### config.mk
export PLATFORM = sky130hd
export DESIGN_NAME = cms_event_window_aggregator
export DESIGN_NICKNAME = d
export VERILOG_FILES = /design/src/rtl/continuous_monitoring_system_pkg.sv /design/src/rtl/cms_sat_counter.sv /design/src/rtl/cms_event_window_aggregator.sv
export SDC_FILE = /design/constraint.sdc
export NUM_CORES = 2
export LEC_CHECK = 0
export BUFFER_PORTS_ARGS = -buffer_cell sky130_fd_sc_hd__buf_2
export CORE_AREA = 4 4 465 467
export CTS_BUF_LIST = sky130_fd_sc_hd__clkbuf_8
export CTS_CLUSTER_DIAMETER = 80
export DETAILED_ROUTE_END_ITERATION = 7
export DIE_AREA = 0 0 469 471
export HOLD_SLACK_MARGIN = 0.05
export SETUP_SLACK_MARGIN = 0.02
export SLEW_MARGIN = 10
export SYNTH_ARGS = -nofsm -noshare
export SYNTH_HDL_FRONTEND = slang
export SYNTH_SLANG_ARGS = --single-unit
### constraint.sdc
create_clock -name clk -period 10.48 [get_ports clk]
set_clock_uncertainty 0.2 [all_clocks]
set_input_delay 2.096 -clock clk [delete_from_list [all_inputs] [get_ports clk]]
set_output_delay 2.096 -clock clk [all_outputs]
set_load 0.02 [all_outputs]
### src/rtl/continuous_monitoring_system_pkg.sv
// Shared definitions for the continuous monitoring system blocks:
// the control register map of the event window aggregator and the
// field widths carried in its trace packets.
package continuous_monitoring_system_pkg;

  typedef enum logic [7:0] {
    AGGR_ENABLE     = 8'h40,
    AGGR_WINDOW_LEN = 8'h41,
    AGGR_EVENT_MASK = 8'h42,
    AGGR_CLEAR      = 8'h43
  } aggr_ctrl_addr_t;

  localparam int AGGR_INDEX_WIDTH = 32;
  localparam int AGGR_DROP_WIDTH  = 32;

endpackage

### src/rtl/cms_sat_counter.sv
// Saturating up-counter: holds at all ones instead of wrapping.
// A clear request takes priority over an increment.
module cms_sat_counter #(
  parameter int WIDTH = 16
) (
  input  logic             clk,
  input  logic             rst,
  input  logic             clear,
  input  logic             inc,
  output logic [WIDTH-1:0] count
);

  logic [WIDTH-1:0] count_q, count_d;

  // Next count: clear wins, otherwise increment until all ones.
  always_comb begin
    count_d = count_q;
    if (clear) begin
      count_d = '0;
    end else if (inc && (count_q != '1)) begin
      count_d = count_q + WIDTH'(1);
    end
  end

  // Count register.
  always_ff @(posedge clk) begin
    if (rst) begin
      count_q <= '0;
    end else begin
      count_q <= count_d;
    end
  end

  assign count = count_q;

endmodule

### src/rtl/cms_event_window_aggregator.sv
// Event window aggregator: counts performance-event bits per channel over
// a programmable window of enabled cycles and, when a window closes, emits
// one AXI-Stream packet with all counters, the closing pc and the window
// index. One registered output slot; a snapshot arriving while the slot is
// stalled is discarded.
// Optional build macro CMS_AGGR_DROP_COUNTER_EN adds a saturating count of
// discarded snapshots to every packet.
module cms_event_window_aggregator
  import continuous_monitoring_system_pkg::*;
#(
  parameter int XLEN           = 64,
  parameter int NUM_EVENTS     = 16,
  parameter int COUNTER_WIDTH  = 16,
  parameter int AXI_DATA_WIDTH = 1024,
  parameter int DEFAULT_WINDOW = 1000
) (
  input  logic                      clk,
  input  logic                      rst,
  input  logic [XLEN-1:0]           pc,
  input  logic                      pc_valid,
  input  logic [NUM_EVENTS-1:0]     performance_events,
  input  aggr_ctrl_addr_t           ctrl_addr,
  input  logic [63:0]               ctrl_wdata,
  input  logic                      ctrl_write_enable,
  output logic                      M_AXIS_tvalid,
  input  logic                      M_AXIS_tready,
  output logic [AXI_DATA_WIDTH-1:0] M_AXIS_tdata,
  output logic                      M_AXIS_tlast,
  input  logic [31:0]               tlast_interval
);

  localparam int P = NUM_EVENTS * COUNTER_WIDTH;

  if (AXI_DATA_WIDTH < P + XLEN + 64) begin : g_width_check
    $error("AXI_DATA_WIDTH too small for counters, pc, index and drop fields");
  end
  if (NUM_EVENTS < 1 || NUM_EVENTS > 64) begin : g_events_check
    $error("NUM_EVENTS must be in 1..64");
  end

  logic                  enable_q, enable_d;
  logic [31:0]           window_len_q, window_len_d;
  logic [NUM_EVENTS-1:0] mask_q, mask_d;
  logic                  clear_wr;

  logic [31:0]                 cycle_q, cycle_d;
  logic [AGGR_INDEX_WIDTH-1:0] win_idx_q, win_idx_d;
  logic [31:0]                 frame_q, frame_d;

  logic                      tvalid_q, tvalid_d;
  logic [AXI_DATA_WIDTH-1:0] tdata_q, tdata_d;
  logic                      tlast_q, tlast_d;

  logic [NUM_EVENTS-1:0]                    inc;
  logic [NUM_EVENTS-1:0][COUNTER_WIDTH-1:0] cnt;
  logic [NUM_EVENTS-1:0][COUNTER_WIDTH-1:0] snap;
  logic [AXI_DATA_WIDTH-1:0]                pkt;

  logic close, handshake, load, drop, tlast_new;

  // Control register writes; clear is a one-cycle strobe.
  always_comb begin
    enable_d     = enable_q;
    window_len_d = window_len_q;
    mask_d       = mask_q;
    clear_wr     = 1'b0;
    if (ctrl_write_enable) begin
      case (ctrl_addr)
        AGGR_ENABLE:     enable_d     = ctrl_wdata[0];
        AGGR_WINDOW_LEN: window_len_d = ctrl_wdata[31:0];
        AGGR_EVENT_MASK: mask_d       = ctrl_wdata[NUM_EVENTS-1:0];
        AGGR_CLEAR:      clear_wr     = 1'b1;
        default:         ;
      endcase
    end
  end

  // A zero window length never closes, so counters free-run.
  assign close = enable_q && (window_len_q != 32'd0) &&
                 (cycle_q == window_len_q - 32'd1);

  assign inc = (enable_q && pc_valid) ? (performance_events & mask_q) : '0;

  for (genvar i = 0; i < NUM_EVENTS; i++) begin : g_ch
    cms_sat_counter #(.WIDTH(COUNTER_WIDTH)) u_cnt (
      .clk   (clk),
      .rst   (rst),
      .clear (clear_wr | close),
      .inc   (inc[i]),
      .count (cnt[i])
    );
  end

  // Snapshot includes this cycle's events so the closing cycle counts in its own window.
  always_comb begin
    for (int i = 0; i < NUM_EVENTS; i++) begin
      snap[i] = (inc[i] && (cnt[i] != '1)) ? cnt[i] + COUNTER_WIDTH'(1) : cnt[i];
    end
  end

`ifdef CMS_AGGR_DROP_COUNTER_EN
  logic [AGGR_DROP_WIDTH-1:0] drop_q, drop_d;

  // Saturating count of discarded snapshots; an AGGR_CLEAR write resets it.
  always_comb begin
    drop_d = drop_q;
    if (clear_wr) begin
      drop_d = '0;
    end else if (drop && (drop_q != '1)) begin
      drop_d = drop_q + AGGR_DROP_WIDTH'(1);
    end
  end

  // Drop counter register.
  always_ff @(posedge clk) begin
    if (rst) begin
      drop_q <= '0;
    end else begin
      drop_q <= drop_d;
    end
  end
`else
  logic unused_drop;
  assign unused_drop = drop;
`endif

  // Packet assembly; fields not listed stay zero.
  always_comb begin
    pkt = '0;
    for (int i = 0; i < NUM_EVENTS; i++) begin
      pkt[i*COUNTER_WIDTH +: COUNTER_WIDTH] = snap[i];
    end
    pkt[P +: XLEN]                    = pc;
    pkt[P+XLEN +: AGGR_INDEX_WIDTH]   = win_idx_q;
`ifdef CMS_AGGR_DROP_COUNTER_EN
    pkt[P+XLEN+32 +: AGGR_DROP_WIDTH] = drop_q;
`endif
  end

  assign handshake = tvalid_q && M_AXIS_tready;
  assign load      = close && (!tvalid_q || M_AXIS_tready);
  assign drop      = close && tvalid_q && !M_AXIS_tready;

  // Window timing, frame position and output slot next state.
  always_comb begin
    cycle_d = cycle_q;
    if (clear_wr || close) begin
      cycle_d = '0;
    end else if (enable_q) begin
      cycle_d = cycle_q + 32'd1;
    end

    win_idx_d = close ? win_idx_q + AGGR_INDEX_WIDTH'(1) : win_idx_q;

    frame_d = frame_q;
    if (handshake) begin
      frame_d = tlast_q ? 32'd0 : frame_q + 32'd1;
    end

    // The >= comparison ends an overlong frame when tlast_interval shrinks.
    tlast_new = (tlast_interval <= 32'd1) || (frame_d >= tlast_interval - 32'd1);

    tvalid_d = tvalid_q;
    tdata_d  = tdata_q;
    tlast_d  = tlast_q;
    if (load) begin
      tvalid_d = 1'b1;
      tdata_d  = pkt;
      tlast_d  = tlast_new;
    end else if (handshake) begin
      tvalid_d = 1'b0;
    end
  end

  // State registers.
  always_ff @(posedge clk) begin
    if (rst) begin
      enable_q     <= 1'b0;
      window_len_q <= 32'(DEFAULT_WINDOW);
      mask_q       <= '1;
      cycle_q      <= '0;
      win_idx_q    <= '0;
      frame_q      <= '0;
      tvalid_q     <= 1'b0;
      tdata_q      <= '0;
      tlast_q      <= 1'b0;
    end else begin
      enable_q     <= enable_d;
      window_len_q <= window_len_d;
      mask_q       <= mask_d;
      cycle_q      <= cycle_d;
      win_idx_q    <= win_idx_d;
      frame_q      <= frame_d;
      tvalid_q     <= tvalid_d;
      tdata_q      <= tdata_d;
      tlast_q      <= tlast_d;
    end
  end

  logic unused_wdata;
  assign unused_wdata = ^ctrl_wdata[63:32];

  assign M_AXIS_tvalid = tvalid_q;
  assign M_AXIS_tdata  = tdata_q;
  assign M_AXIS_tlast  = tlast_q;

endmodule
Word level (Yosys, flattened, before mapping):

Index checks and enable logic that the tools add are counted.

* memory bits (read-only): 0
* word-level logic and storage cells: 126
* input bits: 189
* bits in latches: 0
* bits in writable memories: 0
* output and inout port bits: 1026
* memories kept: 0
* register bits after elaboration: 755

* muxes and demuxes: 23
* div/mod/pow operators: 0
* reduce and logical (&&, ||, !) cells: 32
* bitwise gates (word level): 2
* $lt $le $gt $ge: 2
* eq/ne operators: 21
* add/subtract/negate cells: 21
* shifts and indexed selects: 0
* multipliers: 0

Operators by type and width (number)
* 16-bit 2-to-1 mux: 17
* 16-bit by 1-bit adder with 16-bit output (second input constant): 16
* 16-bit inequality test (second input constant): 16
* 32-bit by 1-bit adder with 32-bit output (second input constant): 3
* 32-bit 2-to-1 mux: 2
* 32-bit by 1-bit subtractor with 32-bit output (second input constant): 2
* 32-bit == test: 1
* 8-bit by 7-bit == test with 1-bit output (second input constant): 4
* 32-bit greater-or-equal comparator: 1
* 32-bit by 1-bit less-or-equal comparator with 1-bit output (second input constant): 1
* 32-bit nonzero test: 1
* 1-bit logical AND: 21
* 16-bit bitwise AND: 1
* 2-bit AND reduction: 3
* 1-bit 2-to-1 mux: 4
* 2-bit OR reduction: 2
* 1-bit logical OR: 3
* 2-bit nonzero test: 1
* 1-bit zero test: 1
* 1-bit OR: 1

Longest topological paths before layout:

* word-level depth: 5
* depth in mapped cells: 18
* gate-level depth less buffers: 18

Cells and area by module:

From an unflattened synthesis, not the netlist that was laid out.

* cell total of the unflattened synthesis: 5603
* area, all modules: 46872.5 um2

Modules (own cells, without submodules)
* cms_event_window_aggregator: cells each 3971, sequential area each 9989.6 um2, area an instance 32198.4 um2, times used 1
* cms_sat_counter: cells each 102, sequential area each 320.3 um2, area an instance 917.1 um2, times used 16

Least setup slack after synthesis:

OpenSTA, ideal clock, no wires.

* path type: input to register
* start point: input port tlast_interval[10]
* end point: register tlast_q, in the netlist M_AXIS_tlast
* slack: 5226 ps
* path buffers: 0
* cell stages on the path: 14
* arrival: 4966 ps
* required time: 10192 ps
* path through: nor2_1 or4b_2 nor3_1 nor2b_1 nand3_1 nor4_1 xnor2_1 ha_1 nand4_1 or2_2 a221o_1 nand2_1 a211oi_1 o31ai_1

* longest elaborated chain between the ends: 3
* elaborated cells between the ends (all ways): 4

Ends and longest elaborated chain
* start: declaration: line cms_event_window_aggregator.sv:29 `input logic [31:0] tlast_interval`
* 32-bit by 1-bit subtractor with 32-bit output: line cms_event_window_aggregator.sv:161 `tlast_new = (tlast_interval <= 32'd1) || (frame_d >= tlast_interval - 32'd1);`
* 32-bit greater-or-equal comparator: line cms_event_window_aggregator.sv:161
* 1-bit logical OR *: line cms_event_window_aggregator.sv:161
* end signal: assignment: line cms_event_window_aggregator.sv:196 `tlast_q <= tlast_d;`
* end: declaration: line cms_event_window_aggregator.sv:52 `logic tlast_q, tlast_d;`

Every way passes the cells marked *; elsewhere a longest branch is shown, timed or not.
A chain may end at the register's enable or synchronous reset.

Worst setup path in the final report:

* start point: register window_len_q[7]
* end point: register g_ch[1].u_cnt.count_q[8]

* longest elaborated chain between the ends: 5
* elaborated cells between the ends (all ways): 7

Ends and longest elaborated chain
* start: declaration: line cms_event_window_aggregator.sv:42 `logic [31:0] window_len_q, window_len_d;`
* start signal: assignment: line cms_event_window_aggregator.sv:179 `window_len_q <= 32'(DEFAULT_WINDOW);`
* start signal: assignment: line cms_event_window_aggregator.sv:189 `window_len_q <= window_len_d;`
* 32-bit by 1-bit subtractor with 32-bit output / 32-bit nonzero test (equally long branches): line cms_event_window_aggregator.sv:80, cms_event_window_aggregator.sv:79
* 32-bit == test / 1-bit logical AND (equally long branches): line cms_event_window_aggregator.sv:80, cms_event_window_aggregator.sv:79
* 1-bit logical AND *: line cms_event_window_aggregator.sv:79 `assign close = enable_q && (window_len_q != 32'd0) &&`
* 1-bit OR *: line cms_event_window_aggregator.sv:88 `.clear (clear_wr | close),`
* 2-bit OR reduction (no source line) *
* end signal: assignment: line cms_sat_counter.sv:30 `count_q <= count_d;`
* end: declaration: line cms_sat_counter.sv:13 `logic [WIDTH-1:0] count_q, count_d;`

Marked as above.

==> summary.txt <==
Clocking
  – Root Buffer Master: clkbuf_8
  – Bufs on Longest Clock Path: 3
  – Clock slew at reported path FFs: 0.06 ns
  – Max H-tree Level: 4
  – Clk Latency, worst-skew pair: 0.88 ns
  – CTS Buf Count: 145
  – Buffer count from post-CTS setup fixing: 0
  – Post-cts resize count: 0
  – Clock Sinks: 755
  – CTS Hold Bufs: 0
  – CTS tree: yes

Drt
  – DRT Pass-1 Iters: 5
  – DRC viols: 0
  – Post-DR vias/cell: 4.05
  – Via count: 32,700
  – Post-DRT Antenna Nets: 0
  – Avg WL per Cell: 17.4 microns
  – Drt total wl: 140,000 microns
  – DRT iter0 DRCs: 1,610

Worst setup path
  – Slowest cell on the critical path: or4_4
  – Crit path kind: flop to flop
  – CP max stage delay: 0.76 ns
  – CP Cell Sequence: or4_4 -> or4_1 -> or3_1 -> o31ai_2 -> nand3_1 -> or4_4 -> o21ai_4 -> buf_4 -> buf_12 -> nor2_1
  – Req. time, crit path: 10.98 ns
  – Crit path DAT: 6.43 ns
  – CP endpoint kind: flop
  – Worst-path maximum fanout: 181
  – Most used cell, CP: or4_4
  – Worst Setup Start Kind: flop

Place
  – Placed Cells: 7,801
  – Area post-placement: 0.0425 sq mm
  – RD Place Congestion: 0.840
  – Port bufs: 510
  – HPWL Detailed: 105,000 microns

Floorplanning
  – Die Y: 471 microns
  – Initial core utilization: 0.188
  – Die X: 469 microns
  – Die area: 0.221 sq mm
  – Io pins: 1,215
  – Row cnt: 169
  – Core Box Area: 0.212 sq mm

STA
  – Final hold viol count: 0
  – RSZ-0062 raised after global routing: no
  – Fmax: 0.168 GHz
  – Sum of negative setup slack: 0 ns
  – Fin. max-slew vios: 0
  – Measured slew at the worst slew-check pin: 1.20 ns
  – Hold Slack: 0.268 ns
  – Final Setup Violations: 0
  – Min cycle time layout: 5.94 ns
  – Period utilization: 0.566
  – Slew HR: 0.199

Pwr
  – Sw Ratio: 0.274
  – Comb power frac: 0.055
  – Maximum vdd ir drop: 0.111 mV
  – Power Density: 140 mW/mm^2
  – P_int: 0.00466 W
  – Clock share of power: 0.497
  – Leakage: 17.9 nW
  – Sequential share of power: 0.448
  – Total chip power: 0.00641 W
  – Switching power total: 0.00176 W

Global route
  – GRT busiest layer: met2
  – Met3 usage: 0.0403
  – GR Layer Usage met1: 0.136
  – Global route overflow: 0
  – Gr usage total: 0.120
  – Initial antenna violation count: 37
  – First-pass GRT wire length: 202,000 microns
  – Met2 Use GR: 0.208
  – Largest net degree at the start of global routing: 189
  – Vias in the first global route: 31,000

Layout
  – Layout Area Growth over Synthesis: 15.1%
  – Commonest non-fill, non-tap cells in the layout: 755 x dfxtp_1, 672 x conb_1, 509 x buf_2, 449 x nor2_1, 338 x nor3_1
  – Finished Layout Cells: 8,079
  – Share of cells above drive strength 1: 0.155
  – Most common cell after layout, fill and taps aside: dfxtp_1
  – Fin nets: 5,370
  – Fin area: 0.0457 sq mm

Synth
  – Compound-Gate Fraction of Synth Area: 0.151
  – #FFs+latches synth: 755
  – Main combinational cell family by area after synthesis: simple AND/OR/NAND/NOR gates
  – Most used flip-flop cell after synthesis: dfxtp_1
  – Cells after Synth: 4,721
  – Simple-gate share of the synthesized area: 0.199
  – Fraction of registers with async set or reset after synthesis: 0
  – Sequential area share after synthesis: 0.380
  – Synthesized cell area: 0.0398 sq mm
  – Mux share of post-synthesis cell area: 0.0139
  – Post-Synth Adder-Cell Area: 0.0170
  – EDFF count, synth: 0
  – Netlist cell types: 66
  – Number of synthesis warnings: 0
  – Post-Synth XOR/XNOR Area: 0.0784
  – Synthesized area per cell: 8.42 sq um

Status
  – Outcome: finished, final reports clean

Worst hold path
  – Hold Crit Class: flop to flop

Flow run
  – MaxCap Viol Count: 0
-- worst paths after layout --
| path | start | to | slack (ns) | cells past startpoint |
|---|---|---|---|---|
| min reg2reg | mask_q[3]$_SDFFE_PP1P_ | mask_q[3]$_SDFFE_PP1P_ | 0.27 | 2 |
| min | mask_q[3]$_SDFFE_PP1P_ | mask_q[3]$_SDFFE_PP1P_ | 0.27 | 2 |
| max reg2reg | window_len_q[7]$_SDFFE_PP1P_ | g_ch[1].u_cnt.count[8]$_SDFF_PP0_ | 4.54 | 10 |
| max | window_len_q[7]$_SDFFE_PP1P_ | g_ch[1].u_cnt.count[8]$_SDFF_PP0_ | 4.54 | 10 |
-- cells by family after synthesis --
logic type                 after synthesis
and+or+nand+nor                       1612
buffers and inverters                 1000
DFF                                    755
xor gates and xnor gates               356
other                                    1
AOI/OAI and AO/OA                      890
adders and majority gates               54
muxes                                   53
-- critical path, delay by kind of cell, from the launching register on --
family | cells | cell delay, ns
DFF | 1 | 0.39
and+or+nand+nor | 6 | 2.70
AOI/OAI and AO/OA | 2 | 0.95
buffers and inverters | 2 | 1.05
-- power by group through the flow --
stage	Clock, W	Sequential [W]	Combinational, W
finish	0.00319	0.00287	0.000353
global route	0.00345	0.00287	0.000384
CTS	0.00333	0.00287	0.000349
detailed placement	0	0.00293	0.000348
global placement	0	0.00293	0.000347
floorplan	0	0.00293	0.000466
-- cell usage after synthesis (all sizes together) (54+ instances only) --
| cell | count | area share |
|---|---|---|
| a21boi | 250 | 0.047 |
| a21oi | 160 | 0.020 |
| and3 | 55 | 0.0087 |
| buf | 762 | 0.14 |
| clkbuf | 194 | 0.018 |
| dfxtp | 755 | 0.38 |
| ha | 54 | 0.017 |
| nand2 | 204 | 0.019 |
| nand3 | 255 | 0.032 |
| nand4 | 107 | 0.017 |
| nor2 | 451 | 0.043 |
| nor3 | 338 | 0.043 |
| o21a | 254 | 0.048 |
| o21ai | 130 | 0.017 |
| xnor2 | 183 | 0.040 |
| xor2 | 173 | 0.038 |
-- sequential cells by signal (all words and copies together) (netlist names) --
register / cells
M_AXIS_tdata: 352
M_AXIS_tlast: 1
M_AXIS_tvalid: 1
cycle_q: 32
enable_q: 1
frame_q: 32
g_ch.u_cnt.count: 256
mask_q: 16
win_idx_q: 32
window_len_q: 32
-- metrics by stage --
step | util | setup slack [ns]
after floorplan | - | 5.23
final | 0.216 | 4.54
after global routing | 0.216 | 4.22
after global placement | 0.201 | 4.36
after detailed placement | 0.201 | 4.31
after CTS | 0.216 | 4.52
-- routing by layer --
metal	wire length, microns	vias to the layer above
met1	55400	15700
met5	41	-
met3	10800	241
met2	69200	979
li1	-	15800
met4	5000	6
-- cell type report --
class,count,area (sq um)
fillers,23500,166000
flip-flops and latches,755,15100
inverters,44,173
clock buffers,178,2450
repair buffers,544,2880
diodes,23,57.6
well taps,2821,3530
multi-input cells,3637,20800
clock inverters,77,713
Note: power is estimated with default switching activity, not from simulation.
